==> src/rtl/midi_message_decoder.sv <==
// MIDI byte-stream decoder: assembles channel-voice messages into a small output FIFO.
// Optional running status is enabled by defining MIDI_RUNNING_STATUS_EN.
module midi_message_decoder #(
    parameter int DATA_WIDTH = 7,
    parameter int CHANNEL_WIDTH = 4,
    parameter logic [(2**CHANNEL_WIDTH)-1:0] CHANNEL_MASK = '1,
    parameter int FIFO_DEPTH = 4
) (
    input  logic                     clock,
    input  logic                     reset,
    input  logic                     byte_valid,
    input  logic [7:0]               byte_data,
    output logic                     msg_valid,
    input  logic                     msg_ready,
    output logic [3:0]               msg_type,
    output logic [CHANNEL_WIDTH-1:0] msg_channel,
    output logic [DATA_WIDTH-1:0]    msg_data1,
    output logic [DATA_WIDTH-1:0]    msg_data2,
    output logic                     overflow,
    output logic                     protocol_error
);

    localparam int PTR_W   = $clog2(FIFO_DEPTH);
    localparam int CNT_W   = PTR_W + 1;
    localparam int ENTRY_W = 4 + CHANNEL_WIDTH + 2 * DATA_WIDTH;
    localparam logic [CNT_W-1:0] FULL_COUNT = CNT_W'(FIFO_DEPTH);

    typedef enum logic [1:0] {
        IDLE,
        WAIT_D1,
        WAIT_D2,
        SKIP
    } state_t;

`ifdef MIDI_RUNNING_STATUS_EN
    localparam state_t DONE_STATE = WAIT_D1;
`else
    localparam state_t DONE_STATE = IDLE;
`endif

    state_t                   r_state;
    state_t                   w_nextState;
    logic [3:0]               r_type;
    logic [3:0]               w_nextType;
    logic [CHANNEL_WIDTH-1:0] r_channel;
    logic [CHANNEL_WIDTH-1:0] w_nextChannel;
    logic [DATA_WIDTH-1:0]    r_data1;
    logic [DATA_WIDTH-1:0]    w_nextData1;
    logic                     w_complete;
    logic                     w_protoErr;
    logic [DATA_WIDTH-1:0]    w_msgData1;
    logic [DATA_WIDTH-1:0]    w_msgData2;
    logic [DATA_WIDTH-1:0]    w_dataField;
    logic                     w_isOneByte;

    logic [ENTRY_W-1:0] r_mem [FIFO_DEPTH];
    logic [PTR_W-1:0]   r_wrPtr;
    logic [PTR_W-1:0]   r_rdPtr;
    logic [CNT_W-1:0]   r_count;
    logic               r_overflow;
    logic               r_protoErr;
    logic               w_push;
    logic               w_pop;
    logic               w_full;
    logic               w_pushOk;
    logic [ENTRY_W-1:0] w_pushEntry;
    logic [ENTRY_W-1:0] w_head;

    assign w_dataField = DATA_WIDTH'(byte_data[6:0]);
    assign w_isOneByte = (r_type == 4'hC) || (r_type == 4'hD);

    always_ff @(posedge clock or posedge reset) begin
        if (reset) begin
            r_state   <= IDLE;
            r_type    <= '0;
            r_channel <= '0;
            r_data1   <= '0;
        end else begin
            r_state   <= w_nextState;
            r_type    <= w_nextType;
            r_channel <= w_nextChannel;
            r_data1   <= w_nextData1;
        end
    end

    // Real-time bytes (0xF8-0xFF) fall through every branch and leave all state untouched.
    always_comb begin
        w_nextState   = r_state;
        w_nextType    = r_type;
        w_nextChannel = r_channel;
        w_nextData1   = r_data1;
        w_complete    = 1'b0;
        w_protoErr    = 1'b0;
        w_msgData1    = '0;
        w_msgData2    = '0;
        if (byte_valid) begin
            if (byte_data[7]) begin
                if (byte_data[7:4] != 4'hF) begin
                    w_nextType    = byte_data[7:4];
                    w_nextChannel = byte_data[CHANNEL_WIDTH-1:0];
                    w_nextState   = WAIT_D1;
                end else if (!byte_data[3]) begin
                    w_nextState = SKIP;
                end
            end else begin
                case (r_state)
                    IDLE: w_protoErr = 1'b1;
                    WAIT_D1: begin
                        w_nextData1 = w_dataField;
                        if (w_isOneByte) begin
                            w_complete  = 1'b1;
                            w_msgData1  = w_dataField;
                            w_nextState = DONE_STATE;
                        end else begin
                            w_nextState = WAIT_D2;
                        end
                    end
                    WAIT_D2: begin
                        w_complete  = 1'b1;
                        w_msgData1  = r_data1;
                        w_msgData2  = w_dataField;
                        w_nextState = DONE_STATE;
                    end
                    default: w_nextState = r_state;
                endcase
            end
        end
    end

    assign w_push      = w_complete && CHANNEL_MASK[r_channel];
    assign w_pop       = msg_valid && msg_ready;
    assign w_full      = (r_count == FULL_COUNT);
    assign w_pushOk    = w_push && (!w_full || w_pop);
    assign w_pushEntry = {r_type, r_channel, w_msgData1, w_msgData2};

    always_ff @(posedge clock) begin
        if (w_pushOk) begin
            r_mem[r_wrPtr] <= w_pushEntry;
        end
    end

    // A pop frees the head slot in the same cycle, so a push into a full FIFO still lands.
    always_ff @(posedge clock or posedge reset) begin
        if (reset) begin
            r_wrPtr    <= '0;
            r_rdPtr    <= '0;
            r_count    <= '0;
            r_overflow <= 1'b0;
            r_protoErr <= 1'b0;
        end else begin
            r_overflow <= w_push && w_full && !w_pop;
            r_protoErr <= w_protoErr;
            if (w_pushOk) begin
                r_wrPtr <= r_wrPtr + PTR_W'(1);
            end
            if (w_pop) begin
                r_rdPtr <= r_rdPtr + PTR_W'(1);
            end
            if (w_pushOk && !w_pop) begin
                r_count <= r_count + CNT_W'(1);
            end else if (!w_pushOk && w_pop) begin
                r_count <= r_count - CNT_W'(1);
            end
        end
    end

    assign w_head         = r_mem[r_rdPtr];
    assign msg_valid      = (r_count != '0);
    assign {msg_type, msg_channel, msg_data1, msg_data2} = msg_valid ? w_head : '0;
    assign overflow       = r_overflow;
    assign protocol_error = r_protoErr;

endmodule

==> config.mk <==
export PLATFORM = sky130hd
export DESIGN_NAME = midi_message_decoder
export DESIGN_NICKNAME = d
export VERILOG_FILES = /design/src/rtl/midi_message_decoder.sv
export SDC_FILE = /design/constraint.sdc
export NUM_CORES = 1
export LEC_CHECK = 0
export CAP_MARGIN = 0
export CORE_ASPECT_RATIO = 1.75
export CORE_MARGIN = 5
export CORE_UTILIZATION = 50
export DETAILED_ROUTE_END_ITERATION = 16
export GPL_TIMING_DRIVEN = 0
export HOLD_SLACK_MARGIN = 0.05
export PLACE_DENSITY = 0.7
export SLEW_MARGIN = 10
export SYNTH_ARGS = -nofsm -noshare
export SYNTH_HDL_FRONTEND = slang
export SYNTH_SLANG_ARGS = --single-unit
==> constraint.sdc <==
create_clock -name clock -period 2.5 [get_ports clock]
set_input_delay 0.5 -clock clock [delete_from_list [all_inputs] [get_ports clock]]
set_output_delay 0.5 -clock clock [all_outputs]
set_load 0.1 [all_outputs]
==> impl_metrics.toml <==
[run_status]
run_status = "complete, no violations"

[floorplan]
die_h_um = 138
start_util = 0.514
core_um2 = 9090
die_w_um = 83.1
design.die.area_um2 = 11500
placementRows = 46
ios = 37

[detailed_routing]
wl_um = 8970
drc = 0
dr.pass1.iters = 4
via_count = 2402
wire_per_inst_um = 20.0
drtAntennaViolNets = 0
vias_per_cell = 5.35
drt_iter0_drc = 97

[sta]
min_period_over_period = 0.979
finalWorstSetupSlack_ns = 0.0527
hold_violations = 0
finalSetupViolations = 0
layout_min_cycle_time_ns = 2.45
maxSlewHeadroom = 0.303
maxSlewViolCount = 0
tightest_slew_ns = 1.04
timing.fmax_mhz = 409
finClkSkew_ns = 0.00803

[grt]
grt_max_degree = 27
grt_pass1_vias = 2632
grt.overflow.total = 0
antenna_found_initial = 0
grt_pass1_wl_um = 14300
grt_use_total = 0.172

[critical_path]
worst_path_dominant_cell_family = "multiplexers"
critPathKind = "flip-flop to primary output"
required_ns = 2.00
worstSetupPathDepth = 5
worstSetupStartpointType = "flip-flop"
critPathBufInv = 3
path_max_fanout = 9
critPathMaxStageDelay_ns = 0.50
path_cells = "buf_6 -> buf_12 -> mux4_2 -> and2_2 -> buf_6"
cp-end-kind = "primary output"
r2r_cells = 11
cp_common_cell = "buf_6"
slowest_stage = "mux4_2"
cp.arrival_ns = 1.95

[final_layout]
antenna_cells = 0
syn_to_final_growth_pct = 27.0
design_area_um2 = 5940
drive_gt1_frac = 0.380
most-common-layout-cells = "edfxtp_1, dfrtp_1, mux4_2"
layout_commonest_cell = "edfxtp_1"
fin_nets = 337

[place]
place_area_um2 = 5190
gp_congestion = 0.798
pre_cts_ws_ns = -0.685
numPortBuffers = 36
hpwlAfterDp_um = 5760

[logic_synthesis]
synth.area.mux_share = 0.138
synth_warnings = 0
synth_area_leader_cell = "edfxtp_1"
yosys.area_share.simple = 0.0702
ys_async_sr_fraction = 0.228
synth_xor_area_frac = 0.0112
seq_area_frac_synth = 0.705
synth_top_family_by_area = "multiplexers"
yosys-top-cells-area = "edfxtp_1, dfrtp_1, mux4_2"
synth_compound_gate_area_share = 0.0327
synth_area_um2 = 4670
synth_flop_cell = "edfxtp_1"
synth_edf_count = 88
syn-num-nets = 276
ys_types = 35
synthAdderAreaFrac = 0.0257
yosysTopAreaCellShare = 0.566
avgSynthCellArea_um2 = 18.3
synth-seq-cells = 114
netlist_instances = 255

[clock_tree]
cts_max_path_buffers = 2
clkTransAtPathRegs_ns = 0.05
cts_num_sinks = 114
root_buffer = "clkbuf_16"
cts_buffers = 17
worst_skew_pair.late_latency_ns = 0.40
cts-hold-fix-buffers = 0
cts_tree = "done"
htree_levels = 4

[min_path]
whs_path_depth = 1
min_path_type = "flip-flop to flip-flop"

[job]
drv_cap = 0
[repair_timing]
item / in CTS / in global routing
setup endpoints to repair: 24 / 20
setup buffers: 0 / 8
resized for setup: 161 / 14
pin swaps: 0 / 1
[sequential cells by signal, summed over array words and instances, names as in the netlist]
signal          flops
overflow            1
protocol_error      1
r_channel           4
r_count             3
r_data1             7
r_mem              88
r_rdPtr             2
r_state             2
r_type              4
r_wrPtr             2
[stage by stage]
step                 util  std cells  hold WS (ns)  TNS (ns)
floorplan               -        255         0.449         0
global placement    0.571        411         0.465    -16.06
detailed placement  0.571        411         0.486    -16.09
CTS                 0.640        441         0.495   -0.0150
global route        0.653        449         0.524   -0.0464
finish              0.653        449         0.489         0
[worst paths after layout]
check                                        from  slack, ns                        to
hold / removal             r_count[2]$_DFFE_PP0P_       0.49    r_count[2]$_DFFE_PP0P_
setup reg to reg           r_state[1]$_DFFE_PP0P_       0.13    r_count[2]$_DFFE_PP0P_
hold reg to reg            r_count[2]$_DFFE_PP0P_       0.49    r_count[2]$_DFFE_PP0P_
setup / recovery           r_rdPtr[0]$_DFFE_PP0N_       0.05            msg_channel[2]
max in group asynchronous                   reset       1.21        overflow$_DFF_PP0_
min in group asynchronous                   reset       0.66  r_channel[0]$_DFFE_PP0P_
[cell families after synthesis]
group	Yosys count
DFF	114
and+or+nand+nor	55
muxes	35
AOI/OAI and AO/OA	18
buffers and inverters	18
adders and majority gates	9
xor gates and xnor gates	6
[layout make-up]
class / instances / area (um2)
well taps: 120 / 150
clock inverters: 3 / 40.0
flip-flops and latches: 114 / 3290
inverters: 6 / 22.5
multi-input cells: 123 / 1330
plain buffers: 10 / 103
clock buffers: 29 / 561
repair buffers: 44 / 440
fillers: 685 / 3160
[cell usage after synthesis (2+ instances only)]
cell,instances
a22oi_1,7
and2_1,23
and2_2,4
and3_1,7
buf_2,4
buf_4,2
clkbuf_1,5
dfrtp_1,26
edfxtp_1,88
ha_1,8
inv_1,6
mux2_2,12
mux4_2,22
nand2_1,4
nor2_1,9
o22a_1,4
o31ai_1,2
xnor2_1,4
xor2_1,2
[per-layer routing]
layer	wire [um]	up-vias	track usage
li1	-	1109	-
met5	0	-	0
met3	317	13	0.0446
met1	3370	1234	0.184
met4	180	0	0.0791
met2	5090	46	0.316
Power is not shown: default switching activity piles up to over one toggle a cycle in this logic, so the estimate is an artifact.
